--- src/rtl/rally_judge_pkg.sv ---
// Shared types and constants for the rally judge: FSM state encoding, side ids
// and default court geometry.
package judge_pkg;

  typedef enum logic [1:0] {
    ST_START   = 2'd0,
    ST_RALLY   = 2'd1,
    ST_POINT   = 2'd2,
    ST_ENDGAME = 2'd3
  } state_e;

  localparam logic SIDE_P1 = 1'b0;
  localparam logic SIDE_P2 = 1'b1;

  localparam int DEF_X_W       = 12;
  localparam int DEF_NET_LEFT  = 500;
  localparam int DEF_NET_RIGHT = 523;

endpackage

--- src/rtl/rally_judge_if.sv ---
// Ball/player event inputs and scoreboard outputs of the rally judge.
interface rally_judge_if #(
  parameter int X_W     = 12,
  parameter int SCORE_W = 4,
  parameter int TOUCH_W = 3
);
  logic               gnd_col;
  logic [X_W-1:0]     xposball;
  logic               collisionsplayer1;
  logic               collisionsplayer2;
  logic [SCORE_W-1:0] score_player1;
  logic [SCORE_W-1:0] score_player2;
  logic [TOUCH_W-1:0] touches_p1;
  logic [TOUCH_W-1:0] touches_p2;
  logic               thirdtouched;
  logic               flag_point;
  logic               point_pulse;
  logic               server;
  logic               endgame;
  logic               winner;

  modport master (
    output gnd_col, xposball, collisionsplayer1, collisionsplayer2,
    input  score_player1, score_player2, touches_p1, touches_p2,
           thirdtouched, flag_point, point_pulse, server, endgame, winner
  );

  modport slave (
    input  gnd_col, xposball, collisionsplayer1, collisionsplayer2,
    output score_player1, score_player2, touches_p1, touches_p2,
           thirdtouched, flag_point, point_pulse, server, endgame, winner
  );
endinterface

--- src/rtl/rally_judge_touch_holdoff.sv ---
// Per-player collision holdoff: load on a counted touch, count down to zero,
// busy while non-zero. Load beats clear.
module touch_holdoff #(
  parameter int HOLDOFF = 4
) (
  input  logic clk,
  input  logic rst,
  input  logic load_i,
  input  logic clr_i,
  output logic busy_o
);
  localparam int CW = $clog2(HOLDOFF + 1);
  localparam logic [CW-1:0] LOAD_VAL = CW'(HOLDOFF - 1);

  logic [CW-1:0] cnt_q, cnt_d;

  always_comb begin
    cnt_d = cnt_q;
    if (load_i)             cnt_d = LOAD_VAL;
    else if (clr_i)         cnt_d = '0;
    else if (cnt_q != '0)   cnt_d = cnt_q - 1'b1;
  end

  always_ff @(posedge clk) begin
    if (rst) cnt_q <= '0;
    else     cnt_q <= cnt_d;
  end

  assign busy_o = (cnt_q != '0);

endmodule

--- src/rtl/rally_judge.sv ---
// Volleyball-style rally judge: counts touches, detects faults and ground hits,
// awards points and ends the match. Define JUDGE_WIN_BY_TWO_EN for the deuce rule.
module rally_judge
  import judge_pkg::*;
#(
  parameter int SCORE_W       = 4,
  parameter int WIN_SCORE     = 15,
  parameter int MAX_TOUCH     = 3,
  parameter int TOUCH_HOLDOFF = 16_250_000,
  parameter int X_W           = DEF_X_W,
  parameter int NET_LEFT      = DEF_NET_LEFT,
  parameter int NET_RIGHT     = DEF_NET_RIGHT
) (
  input logic          clk,
  input logic          rst,
  rally_judge_if.slave bus
);
  localparam int TW = $clog2(MAX_TOUCH + 2);
  localparam logic [SCORE_W-1:0] SCORE_MAX = '1;
  localparam logic [TW-1:0]      FAULT_T   = TW'(MAX_TOUCH + 1);
  localparam logic [X_W-1:0]     NL        = X_W'(NET_LEFT);
  localparam logic [X_W-1:0]     NR        = X_W'(NET_RIGHT);

  state_e             state_q, state_d;
  logic [SCORE_W-1:0] s1_q, s1_d, s2_q, s2_d;
  logic [TW-1:0]      t1_q, t1_d, t2_q, t2_d;
  logic third_q, third_d, flag_q, flag_d, pulse_q, pulse_d;
  logic srv_q, srv_d, end_q, end_d, win_q, win_d;
  logic last_q, last_d, ptw_q, ptw_d;

  logic busy1, busy2, elig1, elig2, cnt_en, cnt1, cnt2;
  logic fault1, fault2, gnd_hit, end_rally, ball_win, pt_win, clr_hold;
  logic [SCORE_W-1:0] win_sc, los_sc, new_sc;
  logic margin_ok, won;

  touch_holdoff #(.HOLDOFF(TOUCH_HOLDOFF)) u_hold_p1 (
    .clk(clk), .rst(rst), .load_i(cnt1), .clr_i(clr_hold), .busy_o(busy1)
  );
  touch_holdoff #(.HOLDOFF(TOUCH_HOLDOFF)) u_hold_p2 (
    .clk(clk), .rst(rst), .load_i(cnt2), .clr_i(clr_hold), .busy_o(busy2)
  );

  // A registered over-limit touch count ends the rally ahead of any ground hit.
  assign fault1    = (state_q == ST_RALLY) && (t1_q == FAULT_T);
  assign fault2    = (state_q == ST_RALLY) && (t2_q == FAULT_T);
  assign gnd_hit   = (state_q == ST_RALLY) && bus.gnd_col;
  assign end_rally = fault1 | fault2 | gnd_hit;

  assign elig1  = bus.collisionsplayer1 & ~busy1;
  assign elig2  = bus.collisionsplayer2 & ~busy2;
  assign cnt_en = (state_q == ST_START) || ((state_q == ST_RALLY) && !end_rally);
  assign cnt1   = cnt_en & elig1 & ~elig2;
  assign cnt2   = cnt_en & elig2 & ~elig1;
  assign clr_hold = (state_q == ST_START) || (state_q == ST_POINT);

  assign ball_win = (bus.xposball < NL) ? SIDE_P2 :
                    (bus.xposball > NR) ? SIDE_P1 : ~last_q;
  assign pt_win   = fault1 ? SIDE_P2 : fault2 ? SIDE_P1 : ball_win;

  assign win_sc = (ptw_q == SIDE_P2) ? s2_q : s1_q;
  assign los_sc = (ptw_q == SIDE_P2) ? s1_q : s2_q;
  assign new_sc = (win_sc == SCORE_MAX) ? win_sc : win_sc + 1'b1;

`ifdef JUDGE_WIN_BY_TWO_EN
  assign margin_ok = (int'(new_sc) - int'(los_sc)) >= 2;
`else
  assign margin_ok = 1'b1;
`endif

  assign won = (new_sc == SCORE_MAX) || ((int'(new_sc) >= WIN_SCORE) && margin_ok);

  always_comb begin
    state_d = state_q;
    s1_d    = s1_q;
    s2_d    = s2_q;
    t1_d    = t1_q;
    t2_d    = t2_q;
    third_d = third_q;
    flag_d  = flag_q;
    pulse_d = 1'b0;
    srv_d   = srv_q;
    end_d   = end_q;
    win_d   = win_q;
    last_d  = last_q;
    ptw_d   = ptw_q;

    if (cnt1) begin
      t1_d   = t1_q + 1'b1;
      t2_d   = '0;
      last_d = SIDE_P1;
    end else if (cnt2) begin
      t2_d   = t2_q + 1'b1;
      t1_d   = '0;
      last_d = SIDE_P2;
    end

    unique case (state_q)
      ST_START: begin
        third_d = 1'b0;
        if (cnt1 || cnt2) state_d = ST_RALLY;
      end
      ST_RALLY: begin
        if (end_rally) begin
          state_d = ST_POINT;
          ptw_d   = pt_win;
          pulse_d = 1'b1;
          flag_d  = pt_win;
          srv_d   = pt_win;
          if (fault1 || fault2) third_d = 1'b1;
        end
      end
      ST_POINT: begin
        if (ptw_q == SIDE_P2) s2_d = new_sc;
        else                  s1_d = new_sc;
        t1_d = '0;
        t2_d = '0;
        if (won) begin
          state_d = ST_ENDGAME;
          end_d   = 1'b1;
          win_d   = ptw_q;
        end else begin
          state_d = ST_START;
        end
      end
      ST_ENDGAME: ;
      default: state_d = ST_START;
    endcase
  end

  always_ff @(posedge clk) begin
    if (rst) begin
      state_q <= ST_START;
      s1_q    <= '0;
      s2_q    <= '0;
      t1_q    <= '0;
      t2_q    <= '0;
      third_q <= 1'b0;
      flag_q  <= 1'b0;
      pulse_q <= 1'b0;
      srv_q   <= 1'b0;
      end_q   <= 1'b0;
      win_q   <= 1'b0;
      last_q  <= 1'b0;
      ptw_q   <= 1'b0;
    end else begin
      state_q <= state_d;
      s1_q    <= s1_d;
      s2_q    <= s2_d;
      t1_q    <= t1_d;
      t2_q    <= t2_d;
      third_q <= third_d;
      flag_q  <= flag_d;
      pulse_q <= pulse_d;
      srv_q   <= srv_d;
      end_q   <= end_d;
      win_q   <= win_d;
      last_q  <= last_d;
      ptw_q   <= ptw_d;
    end
  end

  assign bus.score_player1 = s1_q;
  assign bus.score_player2 = s2_q;
  assign bus.touches_p1    = t1_q;
  assign bus.touches_p2    = t2_q;
  assign bus.thirdtouched  = third_q;
  assign bus.flag_point    = flag_q;
  assign bus.point_pulse   = pulse_q;
  assign bus.server        = srv_q;
  assign bus.endgame       = end_q;
  assign bus.winner        = win_q;

endmodule
--- src/flat_wrapper.sv ---
// flat-port wrapper written by rule: the top's interface ports become plain ports
module rally_judge_flat import judge_pkg::*;
#(
  parameter int SCORE_W       = 4,
  parameter int WIN_SCORE     = 15,
  parameter int MAX_TOUCH     = 3,
  parameter int TOUCH_HOLDOFF = 16_250_000,
  parameter int X_W           = DEF_X_W,
  parameter int NET_LEFT      = DEF_NET_LEFT,
  parameter int NET_RIGHT     = DEF_NET_RIGHT
)
  (clk, rst, bus_gnd_col, bus_xposball, bus_collisionsplayer1, bus_collisionsplayer2, bus_score_player1, bus_score_player2, bus_touches_p1, bus_touches_p2, bus_thirdtouched, bus_flag_point, bus_point_pulse, bus_server, bus_endgame, bus_winner);
  rally_judge_if #(.X_W(X_W), .SCORE_W(SCORE_W)) bus_i ();
  input logic clk;
  input logic rst;
  input wire logic [$bits(bus_i.gnd_col)-1:0] bus_gnd_col;
  input wire logic [$bits(bus_i.xposball)-1:0] bus_xposball;
  input wire logic [$bits(bus_i.collisionsplayer1)-1:0] bus_collisionsplayer1;
  input wire logic [$bits(bus_i.collisionsplayer2)-1:0] bus_collisionsplayer2;
  output wire logic [$bits(bus_i.score_player1)-1:0] bus_score_player1;
  output wire logic [$bits(bus_i.score_player2)-1:0] bus_score_player2;
  output wire logic [$bits(bus_i.touches_p1)-1:0] bus_touches_p1;
  output wire logic [$bits(bus_i.touches_p2)-1:0] bus_touches_p2;
  output wire logic [$bits(bus_i.thirdtouched)-1:0] bus_thirdtouched;
  output wire logic [$bits(bus_i.flag_point)-1:0] bus_flag_point;
  output wire logic [$bits(bus_i.point_pulse)-1:0] bus_point_pulse;
  output wire logic [$bits(bus_i.server)-1:0] bus_server;
  output wire logic [$bits(bus_i.endgame)-1:0] bus_endgame;
  output wire logic [$bits(bus_i.winner)-1:0] bus_winner;
  assign bus_i.gnd_col = bus_gnd_col;
  assign bus_i.xposball = bus_xposball;
  assign bus_i.collisionsplayer1 = bus_collisionsplayer1;
  assign bus_i.collisionsplayer2 = bus_collisionsplayer2;
  assign bus_score_player1 = bus_i.score_player1;
  assign bus_score_player2 = bus_i.score_player2;
  assign bus_touches_p1 = bus_i.touches_p1;
  assign bus_touches_p2 = bus_i.touches_p2;
  assign bus_thirdtouched = bus_i.thirdtouched;
  assign bus_flag_point = bus_i.flag_point;
  assign bus_point_pulse = bus_i.point_pulse;
  assign bus_server = bus_i.server;
  assign bus_endgame = bus_i.endgame;
  assign bus_winner = bus_i.winner;
  rally_judge #(.SCORE_W(SCORE_W), .WIN_SCORE(WIN_SCORE), .MAX_TOUCH(MAX_TOUCH), .TOUCH_HOLDOFF(TOUCH_HOLDOFF), .X_W(X_W), .NET_LEFT(NET_LEFT), .NET_RIGHT(NET_RIGHT)) u_core (.clk(clk), .rst(rst), .bus(bus_i));
endmodule
--- config.mk ---
export PLATFORM = sky130hd
export DESIGN_NAME = rally_judge_flat
export DESIGN_NICKNAME = d
export VERILOG_FILES = /design/src/rtl/rally_judge_pkg.sv /design/src/rtl/rally_judge_if.sv /design/src/rtl/rally_judge_touch_holdoff.sv /design/src/rtl/rally_judge.sv /design/src/flat_wrapper.sv
export SDC_FILE = /design/constraint.sdc
export NUM_CORES = 1
export LEC_CHECK = 0
export CORE_MARGIN = 3
export CORE_UTILIZATION = 55
export CTS_CLUSTER_SIZE = 25
export DETAILED_ROUTE_END_ITERATION = 10
export PLACE_DENSITY = 0.77
export SETUP_SLACK_MARGIN = 0.4
export SYNTH_ARGS = -nofsm -noshare
export SYNTH_HDL_FRONTEND = slang
export SYNTH_SLANG_ARGS = --single-unit
--- constraint.sdc ---
create_clock -name clk -period 6.3 [get_ports clk]
set_clock_uncertainty 0.2 [all_clocks]
set_input_delay 0.63 -clock clk [delete_from_list [all_inputs] [get_ports clk]]
set_output_delay 0.63 -clock clk [all_outputs]
set_load 0.02 [all_outputs]
======== Word level (Yosys, flattened, before mapping) ========
Cells that the tools add are included.
word-level totals
  input port bits ......................... 17
  flip-flop bits (word level) ............. 70
operators by class
  reductions and logical operators ........ 30
  add/sub/neg operators ................... 5
  equality and inequality tests ........... 9
  magnitude comparators ................... 3
  mux-type cells .......................... 22
  bitwise operators ....................... 15
operators with widths
  operator                                                                       number
  24-bit 2-to-1 mux                                                              6
  24-bit nonzero test                                                            2
  24-bit by 1-bit subtractor with 24-bit output, second input constant           2
  12-bit by 10-bit > comparator with 1-bit output, second input constant         1
  12-bit by 9-bit less-than comparator with 1-bit output, second input constant  1
  3-bit nonzero test                                                             3
  3-bit OR reduction                                                             3
  4-bit == test, second input constant                                           2
  4-bit 2-to-1 mux                                                               2
  2-bit AND reduction                                                            4
  1-bit 2-to-1 mux                                                               7
  1-bit NOT                                                                      7
  3-bit by 1-bit adder with 3-bit output, second input constant                  2
  1-bit AND                                                                      6
  3-bit == test, second input constant                                           2
  2-bit 2-to-1 mux                                                               3
  3-bit 2-to-1 mux                                                               2
  2-bit case mux with 3 select lines                                             1
  3-bit AND reduction                                                            2
  2-bit OR reduction                                                             3
  1-bit logical OR                                                               5
  4-bit by 1-bit adder with 4-bit output, second input constant                  1
  4-bit greater-or-equal comparator, second input constant                       1
  1-bit logical AND                                                              4
  9 further kinds                                                                12

======== Logic depth before layout (Yosys ltp) ========
  depth in word-level cells ............... 12
  depth in mapped cells ................... 10
  depth with buffers taken out ............ 9

======== By module ========
A second synthesis with hierarchy kept.
second synthesis, totals
  cell total of the unflattened synthesis .. 432
  area total of the unflattened synthesis .. 3798.6 µm²
by module, submodules not included
  module         sequential area each (µm²)  area an instance (µm²)  cells each  instances
  touch_holdoff  480.5                       1243.7                  139         2
  rally_judge    440.4                       1311.3                  154         1

======== Worst setup path after synthesis ========
Ideal clock, no wire load.
  kind .................................... reg-to-reg
  start point ............................. reg u_core.u_hold_p1.cnt_q[0]
  end point ............................... reg u_core.u_hold_p2.cnt_q[11]
  path slack .............................. 3.280 ns
  path buffers ............................ 2
  arrival time ............................ 2.758 ns
  cell stages (with the launch flop) ...... 11
  cells stage by stage .................... dfxtp_1 inv_1 ha_1 or4b_2 or4_4 buf_6 o311a_4 and2_1 or3_1 buf_6 nor2_2
between the ends
  longest elaborated chain between the ends .. 6
ends and longest elaborated chain
  item                                 RTL line                         source
  from (decl)                          rally_judge_touch_holdoff.sv:15  logic [CW-1:0] cnt_q, cnt_d;
  from (signal assigned)               rally_judge_touch_holdoff.sv:26  else cnt_q <= cnt_d;
  24-bit nonzero test                  rally_judge_touch_holdoff.sv:29  assign busy_o = (cnt_q != '0);
  1-bit NOT                            rally_judge.sv:49                assign elig1 = bus.collisionsplayer1 & ~busy1;
  1-bit AND                            rally_judge.sv:49
  1-bit NOT                            rally_judge.sv:53                assign cnt2 = cnt_en & elig2 & ~elig1;
  1-bit AND                            rally_judge.sv:53
  3-bit OR reduction (no source line)  -
  to (signal assigned)                 rally_judge_touch_holdoff.sv:26
  to (decl)                            rally_judge_touch_holdoff.sv:15
No other way between the ends.
A chain may end at the register's enable or synchronous reset.

======== Worst setup path in the final report ========
  start point ............................. reg u_core.u_hold_p2.cnt_q[4]
  end point ............................... reg u_core.u_hold_p2.cnt_q[19]
between the ends
  longest elaborated chain between the ends .. 6
  elaborated cells between the ends (all ways) .. 7
ends and longest elaborated chain
  item
  parallel branches: the longest is 6 deep, another holds 24-bit by 1-bit subtractor with 24-bit output
Several ways; the timed one is not identified.

==> qor.csv <==
metric,value,unit
outcome,finished clean,
Die Span Y,88.8,microns
gpl congestion,0.840,
"Largest stage delay, worst path",0.83,ns
"Req. time, crit path",6.32,ns
number of distinct library cells after synthesis,51,
Die W,88.8,microns
Max-slew headroom,0.352,
wire length on met1,4010,microns
CTS resizes,0,
layout cells sized above 1,0.0766,
Pre-antenna DRT Iters,4,
Die ar.,7890,sq um
Final nets,518,
Congestion Overflow GR,0,
Syn Area/Cell,8.10,sq um
Mapped Nets,493,
fraction of registers with async set/reset,0,
DRC viols,0,
number of synthesized flops with an enable pin,0,
initial antenna violation count,0,
Crit Path Max Fanout,11,
cell family with the largest share of critical-path delay,simple AND/OR/NAND/NOR gates,
clock insertion delay at the later pin of the skew report,0.35,ns
# setup viols final,0,
post-route ant nets,0,
final wirelength,8520,microns
Tcrit/Tclk final,0.589,
Final Hold Vio Count,0,
post-route cell area,4340,sq um
final setup TNS,0,ns
wire per inst,14.9,microns
Longest Clk Path Bufs,2,
core box area,6490,sq um
# IOs,37,
met3 routed wirelength,552,microns
critical path type,flip-flop to flip-flop,
area grow syn2layout,15.0,%
"CTS clk-pin slew, worst paths",0.09,ns
"critical path, cell by cell",nor4_1 -> nand4_1 -> nor2_1 -> and2_1 -> or3_1 -> nor2_2,
PwrDens,552,nW/um^2
max-cap violations,0,
#FFs+latches synth,70,
largest net degree at the start of global routing,55,
n_diodes,0,
maximum vdd drop,0.361,mV
YS warnings,0,
Starting Density,0.581,
Worst Path Arrival,3.73,ns
vias in the first global route,3132,
port bufs,34,
clk sink count,70,
cts hold-fix bufs,0,
Startpoint Class,flip-flop,
root buf cell,clkbuf_8,
depth of the CTS H-tree,3,
post-route setup slack,2.59,ns
Hold WC Path Type,flip-flop to flip-flop,
worst path buffer plus inverter count,0,
Placed Area,4120,sq um
Critical-path top delay cell,nor4_1,
worst slew pin tran,0.963,ns
total track usage,0.228,
final-report max-slew violation count,0,
dpl hpwl,5910,microns
Cell Rows,29,
RSZ-0062 raised after global routing,no,
Fmax,0.269,GHz
Post-Synthesis Cells,466,
hold slack,0.277,ns
CTS tree,done,
LEAKAGE,1.71,nW
Mapped Area,3770,sq um
Synth Flop Type,dfxtp_1,
post-CTS setup buffers,0,
Vias/cell,5.98,
clock buffer count from CTS,9,
max layer used,met4,
sequential fraction of the synthesis area,0.371,
Vias,3429,
worst slack at placement,2.77,ns
total length of routed met2 wires,3900,microns
crit end category,flip-flop,
1st-iter DRT viols,322,
min cycle time layout,3.71,ns
first-pass GRT wire length,14300,microns
-- power breakdown --
part	switching, mW	internal [mW]
Clock	0.182	0.224
Combinational	0.825	0.562
Sequential	0.0829	0.523
Total	1.09	1.31
-- cell usage after synthesis (all sizes together) (4+ instances only) --
cell | instances | share of area
dfxtp | 70 | 0.37
nand3 | 17 | 0.023
a21o | 4 | 0.0080
or4 | 10 | 0.021
nor2 | 56 | 0.060
xor2 | 21 | 0.049
inv | 16 | 0.016
nor4 | 16 | 0.027
or3 | 10 | 0.017
or2 | 4 | 0.0066
nand2b | 4 | 0.0066
and3 | 4 | 0.0066
a211oi | 4 | 0.0080
mux2i | 7 | 0.019
nor3 | 21 | 0.029
nand2 | 40 | 0.040
buf | 6 | 0.012
clkbuf | 17 | 0.017
nand4 | 7 | 0.012
a31oi | 5 | 0.0083
ha | 10 | 0.033
a21oi | 43 | 0.057
xnor2 | 17 | 0.039
o21ai | 20 | 0.027
-- metrics by stage --
step	std cells	util	power, mW
5_1_grt	573	0.669	2.60
6_report	573	0.669	2.40
3_5_place_dp	557	0.634	1.98
4_1_cts	573	0.669	2.40
3_3_place_gp	557	0.634	1.94
2_1_floorplan	466	-	1.74
-- tightest hold or removal path, delay by kind of cell (launching register included) --
family           cells  cell delay [ns]
DFF                  1             0.34
and+or+nand+nor      2             0.11
-- sequential cells by signal, summed over array words and instances (netlist names) --
signal and flops:
u_core.last_q 1, u_core.bus.winner 1, u_core.u_hold_p2.cnt_q 24, u_core.bus.score_player1 4
u_core.bus.endgame 1, u_core.bus.thirdtouched 1, u_core.bus.touches_p2 3, u_core.bus.score_player2 4
u_core.state_q 2, u_core.bus.touches_p1 3, u_core.bus.flag_point 1, u_core.bus.point_pulse 1
u_core.u_hold_p1.cnt_q 24
-- metal layers --
layer  vias up  GRT usage
met5         -          0
met4         0     0.0632
met3         6     0.0642
met2        94      0.364
met1      1611      0.303
li1       1718          -
-- kinds of logic (layout without fill, tap and decap cells) --
| kind of cell | count (synthesis) | after routing | share of synthesized area |
|---|---|---|---|
| buf+inv | 39 | 69 | 0.0447 |
| flops | 70 | 70 | 0.371 |
| xor+xnor | 38 | 38 | 0.0882 |
| compound gates | 100 | 100 | 0.165 |
| fa+ha+maj | 10 | 10 | 0.0331 |
| simple gates | 200 | 200 | 0.270 |
| mux | 9 | 9 | 0.0275 |
-- layout make-up --
class / instances / area, sq um
Clock buffer: 9 / 124
Clock inverter: 7 / 98.8
Fill cell: 531 / 2150
Inverter: 16 / 60.1
Multi-Input combinational cell: 357 / 2200
Sequential cell: 70 / 1400
Tap cell: 77 / 96.3
Timing Repair Buffer: 37 / 358
-- worst paths after layout --
kind	from	slack, ns	to	cells past startpoint
worst max-delay path	u_core.u_hold_p2.cnt_q[4]$_SDFFE_PP0N_	2.59	u_core.u_hold_p2.cnt_q[19]$_SDFFE_PP0N_	6
worst min-delay path	u_core.bus.endgame$_SDFFE_PP0P_	0.28	u_core.bus.endgame$_SDFFE_PP0P_	2
worst max register to register	u_core.u_hold_p2.cnt_q[4]$_SDFFE_PP0N_	2.59	u_core.u_hold_p2.cnt_q[19]$_SDFFE_PP0N_	6
worst min register to register	u_core.bus.endgame$_SDFFE_PP0P_	0.28	u_core.bus.endgame$_SDFFE_PP0P_	2
-- layout by cell type (no fill, tap or decap), types with 17 or more instances in the layout --
| cell type | n |
|---|---|
| xnor2_1 | 17 |
| nand3_1 | 17 |
| a21oi_1 | 43 |
| nor2_1 | 49 |
| nand2_1 | 40 |
| nor3_1 | 20 |
| xor2_1 | 21 |
| o21ai_0 | 20 |
| clkdlybuf4s50_1 | 33 |
| dfxtp_1 | 70 |
(Power assumes the default switching activity.)
